===== src/rtl/hazard_ctrl.sv =====
// ----------------------------------------------------------------------------
// hazard_ctrl
//   Data/control hazard unit for a 5-stage in-order pipeline
//   (IF, ID, EX, MA, WB). The unit keeps its own shadow copy of the
//   destination information held in ID/EX, EX/MA and MA/WB. From that copy it
//   detects load-use stalls and branch flushes in the current cycle, and it
//   registers the EX operand forwarding selects for the instruction that
//   enters EX on the next edge.
//
// Ports
//   clk, reset            rising-edge clock, synchronous active-high reset
//   id_rs1/id_rs2         decode-stage source indices
//   id_rs1_used/_rs2_used the source is actually read
//   id_rd, id_regwen      decode-stage destination and its write enable
//   id_is_load            decode-stage result comes from memory
//   id_valid              decode stage holds a real instruction
//   ex_branch_taken       EX redirect this cycle
//   stall_if_id           hold PC and IF/ID (combinational)
//   flush_if_id           squash IF/ID (combinational)
//   flush_id_ex           load a bubble into ID/EX (combinational)
//   hazardSelA/B          registered EX operand selects:
//                         00 regfile, 01 EX/MA ALU_Result, 10 MA/WB WB_Result
//
// Optional feature (macro HAZARD_CTRL_PERF_CNT_EN)
//   stall_count, flush_count: saturating 32-bit event counters.
// ----------------------------------------------------------------------------
module hazard_ctrl (
    input  logic       clk,
    input  logic       reset,
    input  logic [4:0] id_rs1,
    input  logic [4:0] id_rs2,
    input  logic       id_rs1_used,
    input  logic       id_rs2_used,
    input  logic [4:0] id_rd,
    input  logic       id_regwen,
    input  logic       id_is_load,
    input  logic       id_valid,
    input  logic       ex_branch_taken,
    output logic       stall_if_id,
    output logic       flush_if_id,
    output logic       flush_id_ex,
    output logic [1:0] hazardSelA,
    output logic [1:0] hazardSelB
`ifdef HAZARD_CTRL_PERF_CNT_EN
    ,
    output logic [31:0] stall_count,
    output logic [31:0] flush_count
`endif
);

    localparam logic [1:0] SEL_RF = 2'b00;
    localparam logic [1:0] SEL_EX = 2'b01;
    localparam logic [1:0] SEL_MA = 2'b10;

    typedef struct packed {
        logic [4:0] rd;
        logic       regwen;
        logic       load;
    } ex_shadow_t;

    typedef struct packed {
        logic [4:0] rd;
        logic       regwen;
    } shadow_t;

    ex_shadow_t s_ex_q, s_ex_d;
    shadow_t    s_ma_q, s_wb_q;
    logic [1:0] sel_a_q, sel_a_d;
    logic [1:0] sel_b_q, sel_b_d;

    logic       load_use;
    logic       bubble;

    // A producer in EX/MA (distance 1) wins over MA/WB (distance 2).
    // x0 never forwards; regwen in the shadow is already cleared for rd=0.
    function automatic logic [1:0] fwd_sel(input logic [4:0] src,
                                           input logic       used,
                                           input ex_shadow_t ex,
                                           input shadow_t    ma);
        logic [1:0] sel;
        sel = SEL_RF;
        if (used && src != 5'd0) begin
            if (ex.regwen && ex.rd == src)
                sel = SEL_EX;
            else if (ma.regwen && ma.rd == src)
                sel = SEL_MA;
        end
        return sel;
    endfunction

    // Load in EX whose data is only available after MA: the dependent
    // instruction in ID must wait one cycle.
    always_comb begin
        load_use = 1'b0;
        if (s_ex_q.load && s_ex_q.regwen && s_ex_q.rd != 5'd0) begin
            if ((id_rs1_used && id_rs1 == s_ex_q.rd) ||
                (id_rs2_used && id_rs2 == s_ex_q.rd))
                load_use = 1'b1;
        end
    end

    // Branch redirect wins over a load-use stall: the stalled instruction
    // is on the wrong path anyway. Reset forces a bubble into ID/EX.
    assign stall_if_id = !reset && load_use && !ex_branch_taken;
    assign flush_if_id = !reset && ex_branch_taken;
    assign flush_id_ex = reset || load_use || ex_branch_taken;

    assign bubble = flush_id_ex || !id_valid;

    always_comb begin
        s_ex_d  = '0;
        sel_a_d = SEL_RF;
        sel_b_d = SEL_RF;
        if (!bubble) begin
            s_ex_d.rd     = id_rd;
            s_ex_d.regwen = id_regwen && (id_rd != 5'd0);
            s_ex_d.load   = id_is_load;
            sel_a_d       = fwd_sel(id_rs1, id_rs1_used, s_ex_q, s_ma_q);
            sel_b_d       = fwd_sel(id_rs2, id_rs2_used, s_ex_q, s_ma_q);
        end
    end

    always_ff @(posedge clk) begin
        if (reset) begin
            s_ex_q  <= '0;
            s_ma_q  <= '0;
            s_wb_q  <= '0;
            sel_a_q <= SEL_RF;
            sel_b_q <= SEL_RF;
        end else begin
            // S_WB is tracked for completeness only; producers three or more
            // ahead are covered by the register file's write-before-read.
            s_wb_q  <= s_ma_q;
            s_ma_q  <= '{rd: s_ex_q.rd, regwen: s_ex_q.regwen};
            s_ex_q  <= s_ex_d;
            sel_a_q <= sel_a_d;
            sel_b_q <= sel_b_d;
        end
    end

    assign hazardSelA = sel_a_q;
    assign hazardSelB = sel_b_q;

`ifdef HAZARD_CTRL_PERF_CNT_EN
    logic [31:0] stall_cnt_q, flush_cnt_q;

    always_ff @(posedge clk) begin
        if (reset) begin
            stall_cnt_q <= '0;
            flush_cnt_q <= '0;
        end else begin
            if (stall_if_id && stall_cnt_q != 32'hFFFF_FFFF)
                stall_cnt_q <= stall_cnt_q + 32'd1;
            if (flush_if_id && flush_cnt_q != 32'hFFFF_FFFF)
                flush_cnt_q <= flush_cnt_q + 32'd1;
        end
    end

    assign stall_count = stall_cnt_q;
    assign flush_count = flush_cnt_q;
`endif

endmodule


===== config.mk =====
export PLATFORM = sky130hd
export DESIGN_NAME = hazard_ctrl
export DESIGN_NICKNAME = d
export VERILOG_FILES = /design/src/rtl/hazard_ctrl.sv
export SDC_FILE = /design/constraint.sdc
export NUM_CORES = 1
export LEC_CHECK = 0
export CAP_MARGIN = 0
export CORE_UTILIZATION = 35
export DETAILED_ROUTE_END_ITERATION = 10
export PLACE_DENSITY = 0.71
export SYNTH_ARGS = -nofsm -noshare
export SYNTH_HDL_FRONTEND = slang
export SYNTH_SLANG_ARGS = --single-unit

===== constraint.sdc =====
create_clock -name clk -period 3.1 [get_ports clk]
set_input_delay 0.93 -clock clk [delete_from_list [all_inputs] [get_ports clk]]
set_output_delay 0.93 -clock clk [all_outputs]
set_load 0.005 [all_outputs]

==> implementation parameters, run 1 <==
Parameter                              Value

Status
  Outcome    complete, but fails checks
  Failing checks    setup timing

Synth
  Register area share after synthesis    41.0%
  Post-synthesis instance area    between 800 and 900 µm²
  Average size of a mapped cell    about 9.3 µm²
  Yosys warning total    0
  Unique cell type count in the Yosys netlist    21
  Yosys reg bits    17
  Post-synth net total    approximately 110
  Syn Inst Count    89

Power
  Peak ir drop on the vdd network    about 0.30 mV
  Power density relative to cell area    328 nW/µm²
  Static power due to leakage    between 0.5 and 0.6 nW

GRT
  Most used routing layer in global routing    met2
  Number of antenna violations at the first check in global routing    0
  Global-route usage over all layers    20.0%
  Via count of the first global-routing pass    roughly 850
  Met3 GRT Util    under 10%
  Leftover overflow at the end of global routing    0
  Global-route met1 utilization    21.7%
  Maximum number of pins on one net before global-route repair    11
  Global-route track usage on met2    between 30% and 40%
  Global-route wire length before repair    approximately 3700 µm

CTS
  Clock Root Buffer    sky130_fd_sc_hd__clkbuf_4
  Post-CTS setup buffers    0
  Clock-pin slew on the worst setup and hold paths    approximately 0.10 ns
  Clock tree from TritonCTS    yes
  Number of buffers inserted during clock tree synthesis    3
  Clock H-tree levels    1
  Maximum clock insertion buffer count    2
  Total clock sinks    17
  Skew-Pair Late Insertion Delay    0.29 ns

Final layout
  Post-synthesis to final-layout area growth    55.9%
  Final net count    160
  Final standard cell utilization of the core    58.0%
  Final Instance Area    roughly 1300 µm²
  Diodes inserted    0
  Share of post-route cells with drive strength above 1    17.6%
  Filler Cell Count    214

Timing
  Fin Clk Skew    about 0.0023 ns
  Setup repair after global routing missed its margin    yes
  Final critical delay including setup and external delays    3.10 ns
  Share of the cycle needed by the critical path after routing    100%
  Worst Max-Slew Pin Slew    0.360 ns
  Total of endpoints with negative setup slack in the final report    1
  Final Worst Setup Slack    -0.000128 ns
  Sum of negative setup slack    -0.000128 ns
  Final Hold Viols    0
  Final max-slew violation count    0
  Hold Slack    around 0.48 ns
  Worst-case headroom to the max-slew limit    between 70% and 80%
  Max Clock Freq    approximately 320 MHz

Floorplanning
  Die span in y    ~51 µm
  Starting density of the core    between 30% and 40%
  Die Span X    50.7 µm
  Core region area    2230 µm²
  Area of the die    approximately 2600 µm²
  Top-level port count    30
  Placement Rows    17

Setup path
  Worst-case reg-to-reg path depth    5
  Critical Path End Type    output pin
  Worst Path Max Fanout    3
  Endpoint arrival time on the critical path    2.17 ns
  Reg2reg start    s_ex_q[4]
  Crit path launch    id_rs2[3]
  Path type of the worst setup path    in -> out
  Kind of start point of the critical path    input port
  Critical Path RT    approximately 2.2 ns

Hold path
  Count of cells along the worst hold path    2
  Path category of the worst min-delay check    reg -> reg
  Start point of the worst min-delay path    s_ma_q[0]

Drt
  Number of design rule violations left after detail routing    0
  DR WL/cell    roughly 13 µm
  Via count    ~830
  Length of the first detailed-routing pass in iterations    4
  Antenna violation net count after detailed routing    0
  Total wire length after detailed routing    about 2200 µm
  Detail-routed via count per cell    a little over 5
  Number of design-rule violations left by the first detailed-router iteration    15

Placement
  Post-DP HPWL    approximately 1800 µm
  GP Congestion    just over 0.8
  Buffers on Ports    29
  Placed standard-cell area    between 1000 and 1500 µm²

Job
  Number of maximum-capacitance violations    0
## through the flow
step / total power [mW] / worst slack (ns) / cells
after detailed placement: 0.312 / -0.648 / 160
after global placement: 0.310 / -0.661 / 160
after floorplan: 0.256 / 0.118 / 89
after global routing: 0.446 / -0.0707 / 164
after CTS: 0.429 / 0.000810 / 164
final: 0.425 / -0.000128 / 164
## cell families (layout without fill, tap and decap cells)
logic type             count (synthesis)  in the layout  share of synthesized area (%)
AO/OA/AOI/OAI                          7              7                           6.63
AND/OR/NAND/NOR                       43             43                           29.5
XOR/XNOR                              20             20                           21.1
flip-flops                            17             17                           41.0
buffers and inverters                  2             49                           1.81
## cells in the final DEF (no fill, tap or decap)
cell type / instances
sky130_fd_sc_hd__xnor2_1: 10
sky130_fd_sc_hd__o211ai_1: 4
sky130_fd_sc_hd__or4_1: 4
sky130_fd_sc_hd__clkinv_2: 1
sky130_fd_sc_hd__clkdlybuf4s50_1: 14
sky130_fd_sc_hd__and2_1: 1
sky130_fd_sc_hd__dfxtp_1: 17
sky130_fd_sc_hd__clkdlybuf4s15_1: 7
sky130_fd_sc_hd__nand4_1: 2
sky130_fd_sc_hd__nor2b_1: 7
sky130_fd_sc_hd__nand2_1: 7
sky130_fd_sc_hd__or4_4: 1
sky130_fd_sc_hd__nand2b_1: 1
sky130_fd_sc_hd__o21a_1: 2
sky130_fd_sc_hd__o211a_1: 1
sky130_fd_sc_hd__nand3_1: 2
sky130_fd_sc_hd__clkbuf_4: 3
sky130_fd_sc_hd__and3b_2: 1
sky130_fd_sc_hd__nor3_4: 1
sky130_fd_sc_hd__buf_4: 15
sky130_fd_sc_hd__nor4_1: 4
sky130_fd_sc_hd__xor2_1: 10
sky130_fd_sc_hd__nor4b_1: 1
sky130_fd_sc_hd__buf_6: 1
sky130_fd_sc_hd__dlygate4sd2_1: 6
sky130_fd_sc_hd__nor3_1: 8
sky130_fd_sc_hd__nor2_1: 3
sky130_fd_sc_hd__dlymetal6s2s_1: 1
sky130_fd_sc_hd__buf_2: 1
## final timing paths
kind / to / slack [ns]
max: flush_id_ex / -0.0001
min: hazardSelB[1] / 0.48
max reg2reg: hazardSelB[1] / 1.23
min reg2reg: hazardSelB[1] / 0.48
## synthesized netlist by cell type, drive strengths merged
library cell / n / area (µm²)
and3b: 1 / 8.76
or4: 5 / 41.3
xnor2: 10 / 87.6
buf: 2 / 15.0
o211ai: 4 / 30.0
o211a: 1 / 10.0
xor2: 10 / 87.6
nand4: 2 / 12.5
o21a: 2 / 15.0
nor2: 3 / 11.3
dfxtp: 17 / 340
nor2b: 7 / 43.8
nor3: 9 / 45.0
nand3: 2 / 10.0
and2: 1 / 6.26
nor4: 4 / 25.0
nand2b: 1 / 6.26
nor4b: 1 / 8.76
nand2: 7 / 26.3
## state kept, by name, indices dropped and copies added, names as in the netlist
name        cells
hazardSelA      2
hazardSelB      2
s_ex_q          7
s_ma_q          6
## routing by layer
layer  vias to the layer above  part of all wire [%]
met2                        35                    53
met5                         -                     0
met1                       385                    40
met3                         4                   4.7
li1                        410                     -
met4                         0                   1.7
## critical path: stages
cell                              delay (ns)
sky130_fd_sc_hd__clkdlybuf4s15_1        0.22
sky130_fd_sc_hd__xnor2_1                0.15
sky130_fd_sc_hd__nand4_1                0.18
sky130_fd_sc_hd__nor3_4                 0.08
sky130_fd_sc_hd__or4_1                  0.47
sky130_fd_sc_hd__buf_2                  0.14
## layout make-up
type | count | area (µm²) | area share [%]
Multi-Input combinational cell | 70 | 488 | 37.7
Timing Repair Buffer | 45 | 404 | 31.2
Clock buffer | 3 | 22.5 | 1.74
Sequential cell | 17 | 340 | 26.3
Clock inverter | 1 | 5.00 | 0.386
Tap cell | 28 | 35.0 | 2.71
## repair_timing
action,4_1_cts,5_1_grt
resized for setup,28,1
hold buffers,0,0
endpoints found under the hold margin,0,0
endpoints found under the setup margin,3,3
cloned,0,0
pin swaps,8,1
## power breakdown
group	total (mW)	internal [mW]	switching, mW
clock network	0.122	0.0481	0.0741
logic	0.0775	0.0477	0.0298
registers	0.225	0.222	0.00323
(Power assumes the default switching activity.)
==> run 2, diff against run 1 <==
--- a/config.mk
+++ b/config.mk
@@ -8,7 +8,7 @@
 export CAP_MARGIN = 0
 export CORE_UTILIZATION = 35
 export DETAILED_ROUTE_END_ITERATION = 10
-export PLACE_DENSITY = 0.71
+export PLACE_DENSITY = 0.74
 export SYNTH_ARGS = -nofsm -noshare
 export SYNTH_HDL_FRONTEND = slang
 export SYNTH_SLANG_ARGS = --single-unit
==> constraint.sdc (replaced) <==
create_clock -name clk -period 2.7 [get_ports clk]
set_input_delay 0.81 -clock clk [delete_from_list [all_inputs] [get_ports clk]]
set_output_delay 0.81 -clock clk [all_outputs]
set_load 0.005 [all_outputs]
==> implementation parameters, run 2 (synthesis gave the netlist of run 1 again) <==
Parameter                              Value

CTS
  Skew-Pair Late Insertion Delay    0.31 ns (+0.02 ns)
  Maximum clock insertion buffer count    2 (unchanged)
  Clock Root Buffer    sky130_fd_sc_hd__clkbuf_4
  Number of buffers inserted during clock tree synthesis    3 (unchanged)
  Number of buffers inserted by hold repair at cts    0 (unchanged)
  Clock tree from TritonCTS    yes
  Clock H-tree levels    1 (unchanged)
  Clock-pin slew on the worst setup and hold paths    0.11 ns (about the same)
  Total clock sinks    17 (unchanged)

Setup path
  Crit path largest cell delay    0.55 ns (+0.08 ns)
  Capturing point of the worst reg2reg path    hazardSelA[1]
  Worst-case reg-to-reg path depth    7 (+2)
  CP bufs+invs    1 (-1)
  Reg2reg start    s_ex_q[3]
  Kind of start point of the critical path    flip-flop
  Worst reg-to-reg setup slack    0.67 ns (-0.56 ns)
  Endpoint arrival time on the critical path    2.21 ns (+0.04 ns)
  Critical Path End Type    output pin
  Slowest cell on the critical path    sky130_fd_sc_hd__or4_4
  Kind of cell with the highest combined delay on the critical path    simple AND/OR/NAND/NOR gates
  Crit path launch    s_ex_q[3]
  Critical Path RT    1.89 ns (-0.28 ns)
  Ordered list of cells on the worst path    or4_4 > o211a_1 > and3b_2 > or4_1 > buf_2
  Path type of the worst setup path    reg -> out
  Worst Path Max Fanout    3 (unchanged)

Drt
  Number of design-rule violations left by the first detailed-router iteration    5 (-10)
  DR WL/cell    13.2 µm (-0.27%)
  Detail-routed via count per cell    4.94 (-2.9%)
  Length of the first detailed-routing pass in iterations    4 (unchanged)
  Via count    854 (+2.4%)
  Met1 Wirelength    876 µm (+0.46%)
  Number of design rule violations left after detail routing    0 (unchanged)
  Antenna violation net count after detailed routing    0 (unchanged)
  Met2 Routed Length    1250 µm (+7.8%)
  Highest signal layer in the routed design    met4
  Total wire length after detailed routing    2290 µm (+5.2%)
  Met3 WL    92 µm (-11%)

Final layout
  Top reg by flops    s_ex_q
  Max reg flops    7 (unchanged)
  Top library cells by usage in the layout, fill and taps aside    sky130_fd_sc_hd__buf_4, sky130_fd_sc_hd__dfxtp_1, sky130_fd_sc_hd__clkdlybuf4s50_1, sky130_fd_sc_hd__dlygate4sd2_1, sky130_fd_sc_hd__xor2_1
  Fin cells    173 (+5.5%)
  Final net count    169 (+5.6%)
  Registers with the most flip-flops    s_ex_q x7, s_ma_q x6
  Most frequent standard cell in the layout excluding fill and tap cells    sky130_fd_sc_hd__buf_4
  Diodes inserted    0 (unchanged)
  Post-synthesis to final-layout area growth    65.5%
  Filler Cell Count    211 (-1.4%)
  Share of post-route cells with drive strength above 1    26.9% (+9.2 points)
  Final standard cell utilization of the core    61.6% (+3.6 points)

Hold path
  Path category of the worst min-delay check    reg -> reg
  Start point of the worst min-delay path    s_ma_q[0]
  Worst hold path endpoint    hazardSelB[1]
  Count of cells along the worst hold path    2 (unchanged)

Floorplanning
  Top-level port count    30 (unchanged)
  Die span in y    50.7 µm (unchanged)
  Die Span X    50.7 µm (unchanged)
  Placement Rows    17 (unchanged)
  Core region area    2230 µm² (unchanged)
  Area of the die    2570 µm² (unchanged)
  Starting density of the core    37.2% (unchanged)

Timing
  Worst-case headroom to the max-slew limit    79.9% (+3.9 points)
  Share of the cycle needed by the critical path after routing    112%
  Setup repair after global routing missed its margin    yes
  Final Worst Setup Slack    -0.322 ns (-0.322 ns)
  Fin Clk Skew    0.0120 ns (+0.00976 ns)
  Hold Slack    0.479 ns (+0.00126 ns)
  Worst Max-Slew Pin Slew    0.299 ns (-0.0612 ns)
  Max Clock Freq    between 300 and 400 MHz
  Total of endpoints with negative setup slack in the final report    2 (+1)
  Final Hold Viols    0 (unchanged)
  Final max-slew violation count    0 (unchanged)
  Final critical delay including setup and external delays    3.02 ns

GRT
  Leftover overflow at the end of global routing    0 (unchanged)
  Maximum number of pins on one net before global-route repair    12 (+1)
  Global-route wire length before repair    3690 µm (-1.1%)
  Number of antenna violations at the first check in global routing    0 (unchanged)
  Global-route usage over all layers    20.0% (+0.050 points)
  Via count of the first global-routing pass    888 (+4.8%)

Placement
  Post-DP HPWL    1840 µm (+4.2%)
  Buffers on Ports    29 (unchanged)
  GP Congestion    0.791 (-4.4%)
  Worst slack, placed    -0.756 ns (-0.108 ns)
  Cell count after placement    162 (+1.3%)

Status
  Outcome    complete, but fails checks
  Failing checks    setup timing

Power
  Peak ir drop on the vdd network    0.287 mV (-2.9%)
  Power, Total    0.498 mW (+17%)
  Power density relative to cell area    362 nW/µm² (+10%)
  Static power due to leakage    0.602 nW (+8.5%)

Job
  Number of maximum-capacitance violations    0 (unchanged)
[run 2: cell count changes in the layout (fill, tap and decap cells not counted)]
cell / delta
sky130_fd_sc_hd__clkdlybuf4s15_1: -7
sky130_fd_sc_hd__dfxtp_1: -2
sky130_fd_sc_hd__dlymetal6s2s_1: -1
sky130_fd_sc_hd__clkinv_2: -1
sky130_fd_sc_hd__clkbuf_2: +1
sky130_fd_sc_hd__xnor2_1: -3
sky130_fd_sc_hd__xnor2_2: +3
sky130_fd_sc_hd__dfxtp_2: +2
sky130_fd_sc_hd__clkinvlp_4: +1
sky130_fd_sc_hd__buf_4: +9
sky130_fd_sc_hd__clkdlybuf4s50_1: +1
sky130_fd_sc_hd__dlygate4sd2_1: +6
[run 2: tightest hold or removal path, cell delays in order, from the launching register on]
cell and delay [ns]:
sky130_fd_sc_hd__dfxtp_1 0.34, sky130_fd_sc_hd__nand3_1 0.06, sky130_fd_sc_hd__nor4_1 0.04
[run 2: area by class of cell]
class | count | area [µm²] | area share, %
Clock buffer | 3 | 22.5 | 1.64
Clock inverter | 1 | 7.51 | 0.546
Multi-Input combinational cell | 70 | 510 | 37.1
Sequential cell | 17 | 343 | 24.9
Tap cell | 28 | 35.0 | 2.55
Timing Repair Buffer | 54 | 457 | 33.2
[run 2: metal layers]
metal	up-vias	GRT usage, %
li1	431	-
met1	385	18.6
met2	27	38.0
met3	11	6.36
met4	0	11.1
met5	-	0
[run 2: power by group]
part	switching, mW	internal [mW]
clock network	0.0895	0.0566
registers	0.00378	0.255
logic	0.0366	0.0569
[run 2: per-stage QoR]
stage	TNS (ns)	instance area (µm²)
floorplan	0	836
global route	-0.599	1380
detailed placement	-1.67	1280
global placement	-1.61	1280
finish	-0.459	1380
CTS	-0.603	1360
[run 2: how the worst max path moves through the flow]
stage	to	depth (start not counted)
final	flush_id_ex	5
after global routing	flush_id_ex	5
after CTS	flush_id_ex	6
after detailed placement	stall_if_id	6
after global placement	stall_if_id	6
after floorplan	flush_id_ex	5
[run 2: timing repair]
| item | 4_1_cts | 5_1_grt |
|---|---|---|
| buffers inserted | 7 | 0 |
| pin swaps | 11 | 2 |
| resized for setup | 22 | 5 |
| setup endpoints to repair | 3 | 2 |
